### src/rtl/fpu_sched_pkg.sv
// Shared types and constants for the add/sub pipe scheduler.
//   fp_word_t  : one single-precision word
//   issue_t    : everything the shared pipe needs for one operation
//   RM_*       : rounding-mode encodings carried on fu_rmode
//   id_width() : bits needed to name one of n requesters
package fpu_sched_pkg;

   typedef logic [31:0] fp_word_t;

   typedef struct packed {
      fp_word_t   opa;
      fp_word_t   opb;
      logic       add;
      logic [1:0] rmode;
   } issue_t;

   localparam logic [1:0] RM_NEAREST = 2'd0;
   localparam logic [1:0] RM_ZERO    = 2'd1;
   localparam logic [1:0] RM_POS_INF = 2'd2;
   localparam logic [1:0] RM_NEG_INF = 2'd3;

   function automatic int id_width(input int n);
      return (n <= 2) ? 1 : $clog2(n);
   endfunction

endpackage

### src/rtl/fpu_rsp_fifo.sv
// Per-requester response queue.
//   clk, reset      : clock, async active-low reset
//   push, din       : write one result (ignored only if full and not popping)
//   pop, dout       : dout is the head; pop removes it when not empty
//   empty/full/count: occupancy
// Push and pop in the same cycle are legal in every state.
module fpu_rsp_fifo #(
   parameter  int DEPTH = 2,
   parameter  int WIDTH = 32,
   localparam int CW    = $clog2(DEPTH + 1),
   localparam int PW    = (DEPTH > 1) ? $clog2(DEPTH) : 1
) (
   input  logic             clk,
   input  logic             reset,
   input  logic             push,
   input  logic [WIDTH-1:0] din,
   input  logic             pop,
   output logic [WIDTH-1:0] dout,
   output logic             empty,
   output logic             full,
   output logic [CW-1:0]    count
);

   logic [WIDTH-1:0] mem [DEPTH];
   logic [PW-1:0]    wr_ptr, rd_ptr;
   logic             do_push, do_pop;

   function automatic logic [PW-1:0] next_ptr(input logic [PW-1:0] p);
      return (p == PW'(DEPTH - 1)) ? '0 : p + 1'b1;
   endfunction

   assign empty   = (count == '0);
   assign full    = (count == CW'(DEPTH));
   assign do_pop  = pop & ~empty;
   // A pop frees the head slot in the same edge, so push-while-full is fine then.
   assign do_push = push & (~full | do_pop);
   assign dout    = mem[rd_ptr];

   // NOTE: the storage array has no reset; valid data is tracked by the
   // pointers and count, so resetting the payload would only cost flops.
   always_ff @(posedge clk) begin
      if (do_push) mem[wr_ptr] <= din;
   end

   // NOTE: state registers use non-blocking assignments so every flop sees
   // the pre-edge values of the others, independent of statement order.
   always_ff @(posedge clk or negedge reset) begin
      if (!reset) begin
         wr_ptr <= '0;
         rd_ptr <= '0;
         count  <= '0;
      end else begin
         if (do_push) wr_ptr <= next_ptr(wr_ptr);
         if (do_pop)  rd_ptr <= next_ptr(rd_ptr);
         count <= count + CW'(do_push) - CW'(do_pop);
      end
   end

   a_no_overflow: assert property (@(posedge clk) disable iff (!reset)
      !(push && full && !pop));

endmodule

### src/rtl/fpu_addsub_sched.sv
// Scheduler sharing one fixed-latency add/sub pipe among NREQ requesters.
//   req_*    : per-requester request channel (valid/ready, packed operand fields)
//   rsp_*    : per-requester response channel (valid/ready, head of its queue)
//   drain    : stop granting new requests; in-flight work still completes
//   idle     : nothing issued, nothing in the pipe, all queues empty
//   fu_*     : issue register toward the shared pipe, fu_result back from it
// Credits bound outstanding+queued results per requester to CRED, so the
// non-stallable pipe can always deliver into the response queue.
module fpu_addsub_sched
   import fpu_sched_pkg::*;
#(
   parameter int NREQ = 4,
   parameter int LAT  = 4,
   parameter int CRED = 2
) (
   input  logic              clk,
   input  logic              reset,
   input  logic [NREQ-1:0]   req_valid,
   output logic [NREQ-1:0]   req_ready,
   input  logic [NREQ*32-1:0] req_opa,
   input  logic [NREQ*32-1:0] req_opb,
   input  logic [NREQ-1:0]   req_add,
   input  logic [NREQ*2-1:0] req_rmode,
   output logic [NREQ-1:0]   rsp_valid,
   input  logic [NREQ-1:0]   rsp_ready,
   output logic [NREQ*32-1:0] rsp_data,
   input  logic              drain,
   output logic              idle,
   output logic              fu_valid,
   output fp_word_t          fu_opa,
   output fp_word_t          fu_opb,
   output logic              fu_add,
   output logic [1:0]        fu_rmode,
   input  fp_word_t          fu_result
);

   localparam int IDW = id_width(NREQ);
   localparam int CW  = $clog2(CRED + 1);

   logic [IDW-1:0]  ptr, grant_id, fu_id;
   logic            grant;
   issue_t          win;
   logic [NREQ-1:0] eligible, push, pop, empty, full;
   logic [CW-1:0]   credit     [NREQ];
   logic [CW-1:0]   fifo_count [NREQ];
   logic [LAT-1:0]  tag_v;
   logic [IDW-1:0]  tag_id     [LAT];

   for (genvar i = 0; i < NREQ; i++) begin : g_elig
      assign eligible[i] = req_valid[i] & (credit[i] < CW'(CRED)) & ~drain;
   end

   // Round-robin search starting one past the last winner.
   // NOTE: every output of this block gets a default first so no path
   // leaves a value unassigned and infers a latch.
   always_comb begin
      req_ready = '0;
      grant     = 1'b0;
      grant_id  = ptr;
      for (int k = 1; k <= NREQ; k++) begin
         if (!grant && eligible[(int'(ptr) + k) % NREQ]) begin
            grant    = 1'b1;
            grant_id = IDW'((int'(ptr) + k) % NREQ);
         end
      end
      if (grant) req_ready[grant_id] = 1'b1;
      win.opa   = req_opa[32*grant_id +: 32];
      win.opb   = req_opb[32*grant_id +: 32];
      win.add   = req_add[grant_id];
      win.rmode = req_rmode[2*grant_id +: 2];
   end

   // Issue register and arbitration pointer; fu data holds when idle.
   always_ff @(posedge clk or negedge reset) begin
      if (!reset) begin
         ptr      <= IDW'(NREQ - 1);
         fu_valid <= 1'b0;
         fu_id    <= '0;
         fu_opa   <= '0;
         fu_opb   <= '0;
         fu_add   <= 1'b0;
         fu_rmode <= RM_NEAREST;
      end else begin
         fu_valid <= grant;
         if (grant) begin
            ptr      <= grant_id;
            fu_id    <= grant_id;
            fu_opa   <= win.opa;
            fu_opb   <= win.opb;
            fu_add   <= win.add;
            fu_rmode <= win.rmode;
         end
      end
   end

   // Tag pipe mirrors the shared pipe so the last stage names the owner of
   // fu_result. Clearing it on reset drops results of pre-reset issues.
   always_ff @(posedge clk or negedge reset) begin
      if (!reset) begin
         tag_v <= '0;
         for (int k = 0; k < LAT; k++) tag_id[k] <= '0;
      end else begin
         tag_v[0]  <= fu_valid;
         tag_id[0] <= fu_id;
         for (int k = 1; k < LAT; k++) begin
            tag_v[k]  <= tag_v[k-1];
            tag_id[k] <= tag_id[k-1];
         end
      end
   end

   // Credits count results owed to each requester: in flight plus queued.
   always_ff @(posedge clk or negedge reset) begin
      if (!reset) begin
         for (int i = 0; i < NREQ; i++) credit[i] <= '0;
      end else begin
         for (int i = 0; i < NREQ; i++) begin
            case ({grant && (grant_id == IDW'(i)), pop[i]})
               2'b10:   credit[i] <= credit[i] + 1'b1;
               2'b01:   credit[i] <= credit[i] - 1'b1;
               default: credit[i] <= credit[i];
            endcase
         end
      end
   end

   for (genvar i = 0; i < NREQ; i++) begin : g_q
      assign push[i] = tag_v[LAT-1] && (tag_id[LAT-1] == IDW'(i));
      assign pop[i]  = ~empty[i] & rsp_ready[i];

      fpu_rsp_fifo #(.DEPTH(CRED), .WIDTH(32)) u_fifo (
         .clk   (clk),
         .reset (reset),
         .push  (push[i]),
         .din   (fu_result),
         .pop   (pop[i]),
         .dout  (rsp_data[32*i +: 32]),
         .empty (empty[i]),
         .full  (full[i]),
         .count (fifo_count[i])
      );

      a_credit_bound: assert property (@(posedge clk) disable iff (!reset)
         (credit[i] <= CW'(CRED)) && (fifo_count[i] <= credit[i]));
      a_push_room: assert property (@(posedge clk) disable iff (!reset)
         !(push[i] && full[i] && !pop[i]));
   end

   assign rsp_valid = ~empty;
   assign idle      = ~|tag_v & ~fu_valid & (&empty);

endmodule

### config.mk
export PLATFORM = sky130hd
export DESIGN_NAME = fpu_addsub_sched
export DESIGN_NICKNAME = d
export VERILOG_FILES = /design/src/rtl/fpu_sched_pkg.sv /design/src/rtl/fpu_rsp_fifo.sv /design/src/rtl/fpu_addsub_sched.sv
export SDC_FILE = /design/constraint.sdc
export NUM_CORES = 1
export LEC_CHECK = 0
export ABC_AREA = 0
export CAP_MARGIN = 10
export CORE_ASPECT_RATIO = 0.5
export CORE_MARGIN = 2
export CORE_UTILIZATION = 47
export DETAILED_ROUTE_END_ITERATION = 6
export PLACE_DENSITY = 0.81
export SYNTH_ARGS = -nofsm -noshare
export SYNTH_HDL_FRONTEND = slang
export SYNTH_SLANG_ARGS = --single-unit
### constraint.sdc
create_clock -name clk -period 4.8 [get_ports clk]
set_input_delay 0.48 -clock clk [delete_from_list [all_inputs] [get_ports clk]]
set_output_delay 0.48 -clock clk [all_outputs]
set_load 0.05 [all_outputs]
==> Word level (Yosys, flattened, before mapping) <==
Memories as Yosys holds them, arrays and structs flattened.
Index checks and enable logic that the tools add are counted.
{ "op_classes": {"addsub": 28, "n_lt_le_gt_ge": 10, "eq_ne": 18, "shifts": 3, "mux": 45, "bitwise_logic": 41, "reduce_logical": 32} }
{ "ops": {"columns": ["cell", "count"], "rows": [
  ["indexed part select 128 x 8 -> 32 bit", 2],
  ["2-to-1 mux 1 bit", 30],
  ["equality test 2 bit, second input constant", 12],
  ["bitwise AND 1 bit", 22],
  ["less-than comparator 3 x 4 -> 1 bit, second input constant", 4],
  ["one-hot mux 2 bit (2 select lines)", 4],
  ["adder 2 x 1 -> 2 bit, second input constant", 6],
  ["equality test 2 x 1 -> 1 bit, second input constant", 6],
  ["logical AND 1 bit", 12],
  ["logical NOT 2 bit", 6],
  ["binary-select mux 1 bit (select 2 bit)", 5],
  ["NOT 1 bit", 10],
  ["adder 1 bit, second input constant", 8],
  ["adder 2 x 1 -> 2 bit", 4],
  ["less-than comparator 2 bit, second input constant", 4],
  ["2-to-1 mux 2 bit", 4],
  ["nonzero test 2 bit", 4],
  ["OR reduction 2 bit", 4],
  ["indexed part select 8 x 4 -> 2 bit", 1],
  ["subtractor 2 x 1 -> 2 bit", 4],
  ["subtractor 2 x 1 -> 2 bit, second input constant", 4],
  ["adder 2 bit, second input constant", 2],
  ["bitwise AND 1 bit, first input constant", 4],
  ["logical NOT 1 bit", 4],
  ["8 further kinds", 11]
]} }
{ "totals": {"register_bits": 108, "mem_bits_rw": 256, "in_bits": 311, "elab_cells": 209, "mem_count": 4} }
{ "mem_list": {"columns": ["memory", "words", "width", "read_ports", "rd_ports_with_merged_regs", "wr", "line", "rtl"], "rows": [
  ["g_q[0].u_fifo.mem", 2, 32, 1, 0, 1, "fpu_rsp_fifo.sv:24", "logic [WIDTH-1:0] mem [DEPTH];"],
  ["g_q[1].u_fifo.mem", 2, 32, 1, 0, 1, "fpu_rsp_fifo.sv:24", null],
  ["g_q[2].u_fifo.mem", 2, 32, 1, 0, 1, "fpu_rsp_fifo.sv:24", null],
  ["g_q[3].u_fifo.mem", 2, 32, 1, 0, 1, "fpu_rsp_fifo.sv:24", null]
]} }

==> Longest topological paths before layout <==
Gate-level depths: netlist of the first run.
{ "depth": {"word_depth": 21, "ltp_mapped": 14, "ltp_nobuf": 11} }

==> Cells and area by module <==
A second synthesis of the first run with hierarchy kept.
{ "unflattened": {"hier_cells": 972, "area_unflattened_um2": 15452.3} }
{ "modules_own_cells": {"columns": ["mod", "n_inst", "cells_per_inst", "area_per_inst_um2", "seq_area_each_um2"], "rows": [
  ["fpu_rsp_fifo", 4, 124, 2551.2, 2021.9],
  ["fpu_addsub_sched", 1, 476, 5247.5, 2304.7]
]} }

==> Worst setup path before layout of the first run <==
OpenSTA, ideal clock, no wires.
{ "synth_timing": {"kind": "input to register", "from": "input rsp_ready[2]", "to": "memory g_q[2].u_fifo.mem[0][0] (enable)", "setup_ns": 0.502, "arrival_time_ns": 3.625, "t_required_ns": 4.298, "path_slack_ns": 0.674, "cell_stages": 2, "path_buffers": 0, "cell_sequence": "nor3b_1 -> nor4_1"} }
{ "synth_via": {"elab_chain_cells": 6} }
{ "synth_lines": {"columns": ["item", "line", "rtl"], "rows": [
  ["start: declaration", "fpu_addsub_sched.sv:25", "input logic [NREQ-1:0] rsp_ready,"],
  ["bitwise AND 1 bit", "fpu_addsub_sched.sv:129", "assign pop[i] = ~empty[i] & rsp_ready[i];"],
  ["bitwise AND 1 bit", "fpu_rsp_fifo.sv:34", "assign do_pop = pop & ~empty;"],
  ["bitwise OR 1 bit", "fpu_rsp_fifo.sv:36", "assign do_push = push & (~full | do_pop);"],
  ["bitwise AND 1 bit", "fpu_rsp_fifo.sv:36", null],
  ["2-to-1 mux 1 bit", "fpu_rsp_fifo.sv:42", "if (do_push) mem[wr_ptr] <= din;"],
  ["2-to-1 mux 1 bit (not written as such)", "fpu_rsp_fifo.sv:42", null],
  ["end: declaration", "fpu_rsp_fifo.sv:24", null]
]} }
No other way between the ends.

==> Final worst setup path of the first run <==
{ "layout_timing": {"from": "register ptr[0]", "to": "output req_ready[1]"} }
{ "layout_via": {"elab_chain_cells": 19} }
{ "layout_lines": {"columns": ["item", "line", "rtl"], "rows": [
  ["start: declaration", "fpu_addsub_sched.sv:40", "logic [IDW-1:0] ptr, grant_id, fu_id;"],
  ["start signal: assignment", "fpu_addsub_sched.sv:76", "ptr <= IDW'(NREQ - 1);"],
  ["start signal: assignment", "fpu_addsub_sched.sv:86", "ptr <= grant_id;"],
  ["adder 2 x 1 -> 2 bit", "fpu_addsub_sched.sv:61, fpu_addsub_sched.sv:63", null],
  ["binary-select mux 1 bit (select 2 bit)", "fpu_addsub_sched.sv:61", "if (!grant && eligible[(int'(ptr) + k) % NREQ]) begin"],
  ["2-to-1 mux 1 bit (not written as such) (2 in series)", "fpu_addsub_sched.sv:61", null],
  ["2-to-1 mux 1 bit", "fpu_addsub_sched.sv:61", null],
  ["logical NOT 1 bit", "fpu_addsub_sched.sv:61", null],
  ["logical AND 1 bit", "fpu_addsub_sched.sv:61", null],
  ["2-to-1 mux 1 bit", "fpu_addsub_sched.sv:61", null],
  ["logical NOT 1 bit", "fpu_addsub_sched.sv:61", null],
  ["[2 not listed]", null, null],
  ["logical NOT 1 bit", "fpu_addsub_sched.sv:61", null],
  ["logical AND 1 bit", "fpu_addsub_sched.sv:61", null],
  ["2-to-1 mux 2 bit", "fpu_addsub_sched.sv:61", null],
  ["less-than comparator 2 x 3 -> 1 bit (not written as such) / greater-or-equal comparator 2 x 1 -> 1 bit (equally long branches)", "fpu_addsub_sched.sv:66", "if (grant) req_ready[grant_id] = 1'b1;"],
  ["logical AND 1 bit (not written as such)", "fpu_addsub_sched.sv:66", null],
  ["2-to-1 mux 1 bit (not written as such)", "fpu_addsub_sched.sv:66", null],
  ["demux 1 bit (select 2 bit)", "fpu_addsub_sched.sv:66", null],
  ["2-to-1 mux 4 bit *", "fpu_addsub_sched.sv:66", null],
  ["end: declaration", "fpu_addsub_sched.sv:19", "output logic [NREQ-1:0] req_ready,"]
]} }
Mark *: on every way between the ends. The rest lies on a longest branch, timed or not. The select of a mux whose other input is x is not followed.

==> results of run 1 <==
==> where the power goes <==
part	switching [mW]	internal, mW	leakage (nW)
clock	1.21	1.63	0.558
combinational	4.86	2.73	4.04
sequential	0.631	4.12	3.55
total	6.70	8.49	8.15
==> sequential cells by signal, summed over array words and instances, names as in the netlist <==
register           cells
credit                 8
fu_add                 1
fu_id                  2
fu_opa                32
fu_opb                32
fu_rmode               2
fu_valid               1
g_q.u_fifo.count       8
g_q.u_fifo.mem       256
g_q.u_fifo.rd_ptr      4
g_q.u_fifo.wr_ptr      4
ptr                    2
tag_id                 8
tag_v                  4
==> worst max path at each step <==
stage,cells after the start,endpoint,start,slack (ps)
after global routing,7,req_ready[2],ptr[1],950
after detailed placement,8,req_ready[2],req_valid[2],1230
after CTS,6,req_ready[1],ptr[0],1070
after floorplan,2,g_q[2].u_fifo.mem[0][0],rsp_ready[2],670
after global placement,8,req_ready[2],req_valid[2],1220
final,6,req_ready[1],ptr[0],1070
==> cell usage in the layout (no fill, tap or decap), types with 27 or more instances in the layout <==
cell type,netlist,routed
a211oi_1,37,37
a211oi_2,30,30
a21boi_0,67,67
a221oi_1,27,27
a221oi_2,40,40
clkbuf_16,0,35
clkdlybuf4s50_1,0,513
dfrtp_1,106,103
edfxtp_1,256,256
mux2_2,128,128
mux2i_1,67,67
nor2_1,76,75
==> metal layers <==
layer  up-vias  global-route usage [%]  wire length [um]
li1       4989                       -                 -
met1      5823                    34.7             20500
met2       439                    48.9             26000
met3       114                    6.71              3310
met4         8                    9.11              1610
met5         -                       0                54
==> per-stage QoR <==
stage / cell area (um2) / hold slack (ps)
after global routing: 22700 / 218
after floorplan: 16100 / 184
after CTS: 22700 / 166
after detailed placement: 21500 / 336
final: 22700 / 140
after global placement: 21500 / 332
==> cell type report <==
type / count / area share, %
diodes: 11 / 0.121
clock buffers: 44 / 4.00
clock inverters: 18 / 1.02
inverters: 15 / 0.270
multi-input cells: 576 / 23.2
flip-flops and latches: 364 / 45.8
well taps: 441 / 2.43
repair buffers: 530 / 23.2
==> worst max-delay path, stage by stage, from the launching register on <==
cell,delay (ps)
dfstp_2,610
buf_4,630
a21boi_4,150
inv_6,270
nand2b_1,150
inv_2,60
clkdlybuf4s50_1,830
==> kinds of logic (layout without fill, tap and decap cells) <==
| kind of cell | after synthesis | in the layout | synth area share (%) |
|---|---|---|---|
| compound gates | 219 | 219 | 13.3 |
| xor+xnor | 28 | 28 | 1.52 |
| fa+ha+maj | 12 | 12 | 0.934 |
| buf+inv | 92 | 607 | 2.89 |
| flops | 364 | 364 | 64.6 |
| mux | 195 | 195 | 13.1 |
| other cells | 0 | 11 | 0 |
| simple gates | 122 | 122 | 3.63 |
==> impl_metrics.toml, run 1 <==
[logic_synthesis]
ys_ff_latch = 364
yosysTopAreaCellShare_pct = 47.8
synth_area_leaders = "edfxtp_1 (48%), dfrtp_1 (16%), mux2_2 (9.0%)"
synth-main-ff-cell = "edfxtp_1"
syn_area_per_cell_um2 = 15.6
mappedNetlistArea_um2 = 16100
async_reset_ff_share_pct = 29.7
netlist_instances = 1032
ys_warn_count = 0
synth_fp_nets = 1355
netlist_top_cells_count = "edfxtp_1 (256), mux2_2 (128), dfrtp_1 (106)"
synth_top_cell_by_area = "edfxtp_1"
yosysMostFrequentCell = "edfxtp_1"
ys_seq_area_share_pct = 64.6
synth_cell_types = 51
synth_edf_count = 256

[critical_path]
worstPathRequired_ps = 4320
crit_path_start_kind = "flop"
r2r_end = "fu_opa[5]"
r2r_cells = 6
rrSetupSlack_ps = 1740
cp_max_fo = 68
critical_path_class = "flop to output pin"
crit_path_end_kind = "output pin"
r2r-start = "ptr[0]"
worst-endpoint-arrival_ps = 3250

[place]
io_buffers = 515
post-dp-hpwl_um = 35300
finalWeightedCongestion = 0.967
dpl.cell_count = 1926
pre_cts_ws_ps = 1230

[route]
drt_iter0_drc = 754
vias = 11373
drc = 0
wire_per_inst_um = 25.7
vias_per_cell = 5.69
drt_first_pass_iters = 5
final_antenna_net_count = 0
wl_um = 51400

[finish]
fillers = 2276
final_core_util_pct = 68.0
drive_gt1_share_pct = 18.7
fin_cells = 1999
final_nets = 1844
register_area_um2 = 10400
area_growth_pct = 41.2
multi_input_area_um2 = 5280

[die]
die_w_um = 266
die_h_um = 135
pin_count = 516
core_area_um2 = 33400
start_util_pct = 48.1
row_count = 47
dieArea_um2 = 35800

[clocking]
cts_tree = "done"
cts_resized = 0
post_cts_buffers = 0
cts_buffer_depth = 3
cts_root_buffer = "clkbuf_16"
cts_num_sinks = 364
htree_num_levels = 2
path_clk_slew_ps = 70
hold_buffers = 0
clock_latency_ps = 530
numCtsBuffers = 34

[run]
maxCapViolations = 0

[global_routing]
grt.total_usage_pct = 28.0
grt_pass1_wl_um = 75000
grt_antenna_before_repair = 13
gr-total-overflow = 0
grt_pass1_vias = 11794
grt_max_degree = 77

[power]
vdd_ir_drop_max_mv = 0.423
p_per_area_nw_per_um2 = 668
leakagePower_nw = 8.15
p_total_mw = 15.2

[worst_hold_path]
min_path_type = "input port to async pin"

[sta]
period_share_pct = 77.7
final.min_clock_period_ps = 3730
worst_pin_slew_ps = 1200
hold_violations = 0
worst_slack_ps = 1070
maxSlewHeadroom_pct = 19.7
finalSetupViolCount = 0
max_freq_mhz = 268
slew_violations = 0
skew_ps = 16.7
rsz0062_at_grt = "false"
fin_setup_tns_ps = 0

[run_status]
status = "finished clean"
Power figures use the tool's default switching activity.
==> run 2: changes to the inputs <==
==> constraint.sdc (replaced) <==
create_clock -name clk -period 3.8 [get_ports clk]
set_input_delay 0.38 -clock clk [delete_from_list [all_inputs] [get_ports clk]]
set_output_delay 0.38 -clock clk [all_outputs]
set_load 0.05 [all_outputs]
==> impl_metrics.toml, run 2 (same netlist as run 1, synthesis figures left out) <==
[run_status]
status = "finished clean"

[critical_path]
cp-startpoint = "tag_v[3]"
crit_family = "simple AND/OR/NAND/NOR gates"
path_cells = "or4_1, or3_1, nor4_1, clkdlybuf4s50_1"
crit_path_start_kind = "flop"
worst_path_max_delay_cell = "clkdlybuf4s50_1"
path_buf_inv = 1
cp_max_fo = 5
cp_slowest_stage_delay_ps = 900
crit_path_end_kind = "output pin"
rrSetupSlack_ps = 1020
critical_path_class = "flop to output pin"
worstPathRequired_ps = 3420
r2r-start = "ptr[1]"
worst-endpoint-arrival_ps = 2920

[die]
dieArea_um2 = 35800
row_count = 47
die_w_um = 266
start_util_pct = 48.1
pin_count = 516
die_h_um = 135
core_area_um2 = 33400

[finish]
final_core_util_pct = 68.5
final_nets = 1860
area_growth_pct = 42.3
drive_gt1_share_pct = 19.9
fillers = 2238
register_area_um2 = 10400
largest_register_ffs = 256
top_register = "g_q.u_fifo.mem"
largestRegisters = "g_q.u_fifo.mem: 256 flops, fu_opa: 32 flops, fu_opb: 32 flops"
multi_input_area_um2 = 5280
final_common_cell = "clkdlybuf4s50_1"
final_cell_mix = "clkdlybuf4s50_1 (510), edfxtp_1 (256), mux2_2 (128), dfrtp_1 (104), nor2_1 (75)"

[global_routing]
grt_antenna_before_repair = 16
gr-total-overflow = 0
grt_pass1_wl_um = 75100
grt_max_degree = 68
grt_pass1_vias = 12065
grt.total_usage_pct = 28.3

[route]
wire_per_inst_um = 25.5
drt_first_pass_iters = 5
vias = 11419
final_antenna_net_count = 0
drt_iter0_drc = 652
vias_per_cell = 5.66
wl_um = 51500
drc = 0

[place]
pre_cts_ws_ps = 661
post-dp-hpwl_um = 36100
io_buffers = 515
finalWeightedCongestion = 0.960

[clocking]
post_cts_buffers = 0
cts_buffer_depth = 3
cts_root_buffer = "clkbuf_16"
clock_latency_ps = 530
numCtsBuffers = 34
cts_num_sinks = 364
path_clk_slew_ps = 70
htree_num_levels = 2
cts_tree = "done"
cts_resized = 0

[sta]
slew_violations = 0
rsz0062_at_grt = "false"
max_freq_mhz = 303
maxSlewHeadroom_pct = 24.1
worst_pin_slew_ps = 1140
worst_slack_ps = 503
final.min_clock_period_ps = 3300
hold_violations = 0
finalSetupViolCount = 0
period_share_pct = 86.8
hold_ws_ps = 343
skew_ps = 12.8
fin_setup_tns_ps = 0

[run]
maxCapViolations = 0

[power]
p_total_mw = 19.1
pwr-share-seq_pct = 30.4
p_comb_share_pct = 51.9
p_per_area_nw_per_um2 = 836
internal_power_mw = 10.6
vdd_ir_drop_max_mv = 0.530
leakagePower_nw = 8.24
clkPwrFrac_pct = 17.7
switchingPower_mw = 8.49
swShare_pct = 44.4

[worst_hold_path]
min-delay-start = "tag_id[6]"
min_path_type = "flop to flop"
run 2: cell count changes in the layout (fill, tap and decap cells not counted), sizes merged:
cell           previous run  this run
bufinv                    5         2
clkinv                   11        10
inv                      17        18
clkinvlp                  0         3
dlygate4sd3               0         1
buf                      17        35
diode                    11        15
clkdlybuf4s50           513       510
run 2: worst reg2reg max path, cell delays in order, from the launching register on:
cell,delay (ps)
dfstp_2,650
or3b_1,140
nand3_1,120
a21o_4,230
a21boi_4,150
inv_6,370
buf_4,530
a221oi_1,190
a211oi_1,290
run 2: final cells by class:
| class | instances | share of cell area (%) |
|---|---|---|
| multi-input combinational | 576 | 23.1 |
| timing repair buffer | 546 | 23.9 |
| inverter | 15 | 0.268 |
| sequential | 364 | 45.4 |
| tap | 441 | 2.41 |
| clock inverter | 18 | 0.744 |
| antenna | 15 | 0.164 |
| clock buffer | 44 | 4.02 |
run 2: routing by layer:
metal | global-route usage, % | share of wire [%] | vias up | wire length, um
li1 | - | - | 5034 | -
met1 | 35.2 | 39 | 5804 | 20100
met2 | 47.5 | 50 | 448 | 26000
met4 | 12.1 | 3.5 | 8 | 1810
met3 | 7.06 | 6.8 | 125 | 3520
met5 | 0 | 0.099 | - | 51
run 2: timing repair:
action	4_1_cts	5_1_grt
hold buffers	1	0
endpoints found under the setup margin	0	0
endpoints found under the hold margin	51	0
run 2: worst paths after layout:
kind | endpoint | cells past startpoint
worst min-delay path | tag_id[4] | 0
max in group asynchronous | fu_opb[16] | 3
worst max register to register | fu_opa[5] | 8
worst max-delay path | idle | 4
worst min register to register | tag_id[4] | 0
min in group asynchronous | fu_opa[9] | 2
run 2: power groups by stage:
stage / Sequential (mW) / Combinational, mW / Clock [mW]
floorplan: 6.91 / 5.58 / 0
global placement: 5.83 / 9.75 / 0
detailed placement: 5.86 / 9.93 / 0
CTS: 5.81 / 9.96 / 3.45
global route: 5.90 / 10.3 / 3.61
finish: 5.81 / 9.94 / 3.39
run 2: per-stage QoR:
stage | area (um2) | std cells
2_1_floorplan | 16100 | 1032
3_3_place_gp | 21700 | 1941
3_5_place_dp | 21700 | 1941
4_1_cts | 22800 | 2004
5_1_grt | 22900 | 2015
6_report | 22900 | 2019
